==> config.mk <==
export PLATFORM = sky130hd
export DESIGN_NAME = vector_drain
export DESIGN_NICKNAME = d
export VERILOG_FILES = /design/src/rtl/vector_pkg.sv /design/src/rtl/vd_next_lane.sv /design/src/rtl/vector_drain.sv
export SDC_FILE = /design/constraint.sdc
export NUM_CORES = 1
export LEC_CHECK = 0
export BUFFER_PORTS_ARGS = -buffer_cell sky130_fd_sc_hd__buf_2
export CAP_MARGIN = 30
export CORE_MARGIN = 3
export CORE_UTILIZATION = 25
export DETAILED_ROUTE_END_ITERATION = 16
export PLACE_DENSITY = 0.46
export SLEW_MARGIN = 20
export SYNTH_ARGS = -nofsm -noshare
export SYNTH_HDL_FRONTEND = slang
export SYNTH_HIERARCHICAL = 1
export SYNTH_SLANG_ARGS = --single-unit
export TNS_END_PERCENT = 5
==> constraint.sdc <==
create_clock -name clk -period 1.8 [get_ports clk]
set_clock_uncertainty 0.05 [all_clocks]
set_input_delay 0.18 -clock clk [delete_from_list [all_inputs] [get_ports clk]]
set_output_delay 0.18 -clock clk [all_outputs]
set_load 0.05 [all_outputs]
==> src/rtl/vector_pkg.sv <==
// vector_pkg: shared defaults, FSM state encoding and lane-index type for vector_drain.
// Latency: n/a (types and constants only).
// Backpressure: n/a.
package vector_pkg;

  localparam int LANES_DEF = 4;
  localparam int WIDTH_DEF = 32;
  localparam int AW_DEF    = 32;
  localparam int IDX_W     = $clog2(LANES_DEF);

  typedef logic [IDX_W-1:0] lane_idx_t;

  typedef enum logic [1:0] {
    IDLE = 2'd0,
    SEND = 2'd1,
    FIN  = 2'd2
  } state_e;

endpackage

==> src/rtl/vd_next_lane.sv <==
// vd_next_lane: priority encoder giving the lowest enabled lane strictly above cur_i.
// Latency: combinational.
// Backpressure: n/a; none_o=1 when no enabled lane remains above cur_i.
module vd_next_lane
  import vector_pkg::*;
#(
  parameter int LANES = LANES_DEF
) (
  input  logic [LANES-1:0] mask_i,
  input  lane_idx_t        cur_i,
  output lane_idx_t        nxt_o,
  output logic             none_o
);

  // Scan downward so the lowest qualifying lane is the last (winning) assignment.
  always_comb begin
    nxt_o  = '0;
    none_o = 1'b1;
    for (int i = LANES - 1; i >= 0; i--) begin
      if ((i > int'(cur_i)) && mask_i[i]) begin
        nxt_o  = lane_idx_t'(i);
        none_o = 1'b0;
      end
    end
  end

endmodule

==> src/rtl/vector_drain.sv <==
// vector_drain: captures a LANES-element vector plus base address, then streams one
//   element per beat with address base+4*lane. Optional lane mask: VECTOR_DRAIN_MASK_EN.
// Latency: first beat the cycle after accept; one beat per cycle; done pulse after last beat.
// Backpressure: valid/ready on both sides; beats hold while out_ready=0; in_ready only in IDLE.
module vector_drain
  import vector_pkg::*;
#(
  parameter int LANES = LANES_DEF,
  parameter int WIDTH = WIDTH_DEF,
  parameter int AW    = AW_DEF
) (
  input  logic             clk,
  input  logic             rst_n,
  input  logic             in_valid,
  output logic             in_ready,
  input  logic [WIDTH-1:0] data1,
  input  logic [WIDTH-1:0] data2,
  input  logic [WIDTH-1:0] data3,
  input  logic [WIDTH-1:0] data4,
  input  logic [AW-1:0]    base_addr,
  output logic             out_valid,
  input  logic             out_ready,
  output logic [WIDTH-1:0] out_data,
  output logic [AW-1:0]    out_addr,
  output logic             out_last,
  output logic             done
`ifdef VECTOR_DRAIN_MASK_EN
  ,
  input  logic [LANES-1:0] lane_mask
`endif
);

  state_e           state_q, state_d;
  lane_idx_t        idx_q, idx_d;
  logic [WIDTH-1:0] data_q [LANES];
  logic [WIDTH-1:0] vec_in [LANES];
  logic [AW-1:0]    base_q;
  logic             capture;
  lane_idx_t        first_idx;
  logic             first_none;
  lane_idx_t        nxt_idx;
  logic             last_lane;

  // Map the discrete data ports onto a lane-indexed array; lanes beyond the ports read zero.
  always_comb begin
    for (int i = 0; i < LANES; i++) begin
      case (i)
        0:       vec_in[i] = data1;
        1:       vec_in[i] = data2;
        2:       vec_in[i] = data3;
        3:       vec_in[i] = data4;
        default: vec_in[i] = '0;
      endcase
    end
  end

`ifdef VECTOR_DRAIN_MASK_EN
  logic [LANES-1:0] mask_q;
  lane_idx_t        above0_idx;
  logic             above0_none;

  // Lane 0 is never "above" anything, so the first lane is lane 0 or the next one above it.
  vd_next_lane #(.LANES(LANES)) u_first (
    .mask_i (lane_mask),
    .cur_i  ('0),
    .nxt_o  (above0_idx),
    .none_o (above0_none)
  );

  vd_next_lane #(.LANES(LANES)) u_next (
    .mask_i (mask_q),
    .cur_i  (idx_q),
    .nxt_o  (nxt_idx),
    .none_o (last_lane)
  );

  assign first_idx  = lane_mask[0] ? '0 : above0_idx;
  assign first_none = !lane_mask[0] && above0_none;

  // Mask is captured together with the vector so later input changes cannot alter the walk.
  always_ff @(posedge clk or negedge rst_n) begin
    if (!rst_n)       mask_q <= '0;
    else if (capture) mask_q <= lane_mask;
  end
`else
  assign first_idx  = '0;
  assign first_none = 1'b0;
  assign nxt_idx    = idx_q + 1'b1;
  assign last_lane  = (idx_q == lane_idx_t'(LANES - 1));
`endif

  // State, lane index and captured vector registers; reset clears everything, even mid-stream.
  always_ff @(posedge clk or negedge rst_n) begin
    if (!rst_n) begin
      state_q <= IDLE;
      idx_q   <= '0;
      base_q  <= '0;
      for (int i = 0; i < LANES; i++) data_q[i] <= '0;
    end else begin
      state_q <= state_d;
      idx_q   <= idx_d;
      if (capture) begin
        base_q <= base_addr;
        data_q <= vec_in;
      end
    end
  end

  // Next-state: accept in IDLE, walk enabled lanes on each handshake, one FIN cycle for done.
  always_comb begin
    state_d = state_q;
    idx_d   = idx_q;
    capture = 1'b0;
    case (state_q)
      IDLE: begin
        if (in_valid) begin
          capture = 1'b1;
          idx_d   = first_idx;
          state_d = first_none ? FIN : SEND;
        end
      end
      SEND: begin
        if (out_ready) begin
          if (last_lane) begin
            state_d = FIN;
            idx_d   = '0;
          end else begin
            idx_d = nxt_idx;
          end
        end
      end
      FIN:     state_d = IDLE;
      default: state_d = IDLE;
    endcase
  end

  // rst_n gates in_ready so it reads low while reset is held, not just after the first edge.
  assign in_ready  = rst_n && (state_q == IDLE);
  assign out_valid = (state_q == SEND);
  assign out_last  = out_valid && last_lane;
  assign done      = (state_q == FIN);
  assign out_data  = data_q[idx_q];
  assign out_addr  = base_q + (AW'(idx_q) << 2);

endmodule

==> results.md <==
* Status: finished, violations left
* Failing checks: negative setup slack
* Cell depth of the worst setup path at 8
* Synth top area cells: dfrtp_1, mux2_2, mux4_2, xnor2_1, buf_2
* Detailed Routing Iterations Pass 1 at 4
* Ports at ~230
* Final min period at about 2600 ps
* CP max stage delay at between 300 and 400 ps
* # placed instances at 1,127
* Max Fanout on Critical Path at 4
* Row cnt at between 60 and 70
* Crit path max-delay family: simple AND/OR/NAND/NOR gates
* Critical path endpoint category: output port
* Syn Inst Count at about 490
* Number of global-route vias before repair at between 6,000 and 7,000
* WP buf/inv at 2
* Synth unique cells at 32
* Initial antenna violation count at 3
* Seq/Total Area, Yosys at 54.58%
* F_max at approximately 380 MHz
* GRT Total Usage at a little over an eighth
* CTS root buffer: clkbuf_16
* CTS tree: yes
* Hold WS at around 33 ps
* Die ar. at between 30,000 and 40,000 um^2
* Clock Latency Late Sink at ~420 ps
* Worst slew margin at between 60% and 70%
* # setup viols final at 62
* Most Frequent Cell on Critical Path: nand4_1
* First-pass GRT wire length at between 30,000 and 40,000 um
* Post-Route WL at about 21,000 um
* Largest net degree at the start of global routing at 76
* Htree depth at 4
* Startpoint types: flop
* Final WS setup at -828.2 ps
* Core Area at a little under 30,000 um^2
* Worst path cell trace: ha_2 > fa_2 > nand4_1 > buf_4 > nor4_4 > nand4_1 > xnor2_4 > buf_6
* CTS Buffer Depth at 2
* Lkg Pwr at between 0.005 and 0.006 uW
* Slew @ Worst Pin at 584.5 ps
* Final Non-Filler Cells at 1,328
* Power Dens Cells at 1861 nW/um^2
* Yosys reg bits at 164
* Hold Violations, Final at 0
* Routed Antenna Nets at 0
* Filler cells at between 2,000 and 3,000
* # clock sinks at around 160
* Worst Setup EP: out_addr[22]
* RR Endpoint: idx_q[1]
* Cell taking the most area after synthesis: dfrtp_1
* Number of max-cap violations at 0
* Global route overflow at 0
* Flop2flop setup slack at between 100 and 150 ps
* Via count at around 5,800
* Nets at ~1,100
* Critical path's slowest cell: dfrtp_2
* Dpl hpwl at 14,920 um
* Via density at between 4 and 5
* CTS Buf Count at 17
* Initial core utilization at around a quarter
* Layout Area Growth over Synthesis at 64.10%
* Pins Over Slew Limit at 0
* Syn_area_per_cell at approximately 16 um^2
* First DRT Iteration DRCs at between 100 and 150
* PortBufs at about 230
* Syn nets at 653
* WL/cell at about 16 um
* Top-area cell type share of the netlist area at 54.58%
* Layout Utilization at between 40% and 50%
* Pre-CTS setup slack at -742.3 ps
* Warnings, synthesis at 6
* R2R cell count at 5
* Hold Crit Class: input port to flop
* Peak VDD IR at about 870 uV
* Die Y at 179.4 um
* Worst EP required at roughly 1600 ps
* Share of cells above drive strength 1 at about three fifths
* Crit Path Class: flop to output port
* Cell Area, Synth at 7518 um^2
* DRC Markers at 0
* RSZ-0062 raised after global routing: yes
* CP arrival at 2400 ps
* Fin crit share at 146.0%
* Clock-pin slew on the worst setup and hold paths at around 60 ps
* Reg2Reg Launch Point: idx_q[0]
* Routability congestion estimate from global placement at around 0.75
* CP startpoint: idx_q[0]
* Die W at 179.4 um
## cell type report
type                            instances  area, um^2  area share (%)
Clock inverter                         14       138.9           1.126
Inverter                                3       11.26         0.09127
Multi-Input combinational cell        289        3682           29.84
Timing Repair Buffer                  454        3485           28.24
Sequential cell                       164        4106           33.28
Antenna cell                            2       5.005         0.04056
Tap cell                              384       480.5           3.894
Clock buffer                           18       429.2           3.478
## cell usage in the layout, fill, tap and decap left out, types with 2 or more instances in the layout
master and count:
ha_1 2, dfrtp_1 162, nand2_1 11, buf_4 61
buf_6 27, xnor2_2 3, inv_6 7, clkinv_2 2
nor2_2 3, xnor2_1 5, nor2b_1 2, dfrtp_2 2
nor3_4 2, buf_2 199, xnor2_4 14, mux4_2 32
clkinvlp_4 2, xor2_2 6, nor4_4 3, nand4_1 7
nand3_1 4, diode_2 2, nand3_4 2, o21ai_0 3
dlygate4sd3_1 161, mux2_2 159, and3_1 4, and2_1 2
inv_8 2, clkbuf_16 17, inv_1 3, buf_12 5
nand3_2 9
## worst min path at each step
stage	startpoint	slack [ps]	cells past startpoint	to
finish	in_valid	30	4	idx_q[0]
global route	out_ready	30	3	state_q[0]
CTS	out_ready	2	2	state_q[1]
detailed placement	rst_n	190	2	data_q[3]
global placement	rst_n	180	2	data_q[98]
floorplan	rst_n	-170	0	base_q[0]
## synth_stat cells
cell	instances
buf_4	10
nand4_2	1
nand3b_1	1
nand2_1	11
xnor2_1	22
nor2_1	4
mux4_2	32
nor2b_1	3
mux2_2	159
xor2_1	6
buf_2	15
nor4_4	3
nand3_2	2
and3_1	4
ha_1	3
a21oi_1	1
nor3b_1	2
inv_1	3
and2_1	2
or2b_1	1
and4_1	1
fa_1	1
o21ai_0	3
clkbuf_1	4
a22o_1	1
nand3_1	13
nand4_1	7
nor3_1	3
nor4b_1	1
o21bai_1	1
dfrtp_1	164
a21o_1	1
## where the power goes
group / internal [uW] / total (uW) / switching [uW]
logic: 5550 / 12800 / 7210
clock network: 1950 / 3610 / 1650
registers: 5570 / 6600 / 1030
## kinds of logic (layout without fill, tap and decap cells)
logic type                 Yosys count  after routing  synth area share, %
and+or+nand+nor                     59             59                5.059
xor gates and xnor gates            28             28                3.262
AOI/OAI and AO/OA                    7              7               0.5824
DFF                                164            164                54.58
buffers and inverters               32            489                2.346
muxes                              191            191                33.40
other                                0              2                    0
adders and majority gates            4              4               0.7656
## metal layers
layer	part of all wire, %	routed length (um)	vias to the layer above	track usage, %
met5	0.061	13	-	0
met3	6.0	1271	14	3.901
li1	-	-	2669	-
met1	44	9331	2926	16.89
met2	49	10400	164	22.59
met4	0.94	199	2	3.001
## tightest hold or removal path, stage by stage
cell and delay (ps):
buf_2 100, o21bai_1 80, nand2_1 70, nand2_1 50
## flip-flops by register name, indices dropped and copies added, names as in the netlist
signal / flops
data_q: 128
base_q: 32
idx_q: 2
state_q: 2
## timing repair
action                     CTS  global route
setup endpoints to repair   66            67
hold buffers               161             0
pin swaps                    9             7
setup buffers                4             2
resized for setup           66            17
hold endpoints to repair   217             0
## through the flow
step,setup TNS [ps],total power (uW),instance area (um^2)
finish,-32990,22960,12340
global route,-41550,24230,12340
CTS,-44900,23140,12240
detailed placement,-20550,18650,9813
global placement,-19120,18330,9813
floorplan,-9461,15550,7845
Note: power is estimated with default switching activity, not from simulation.
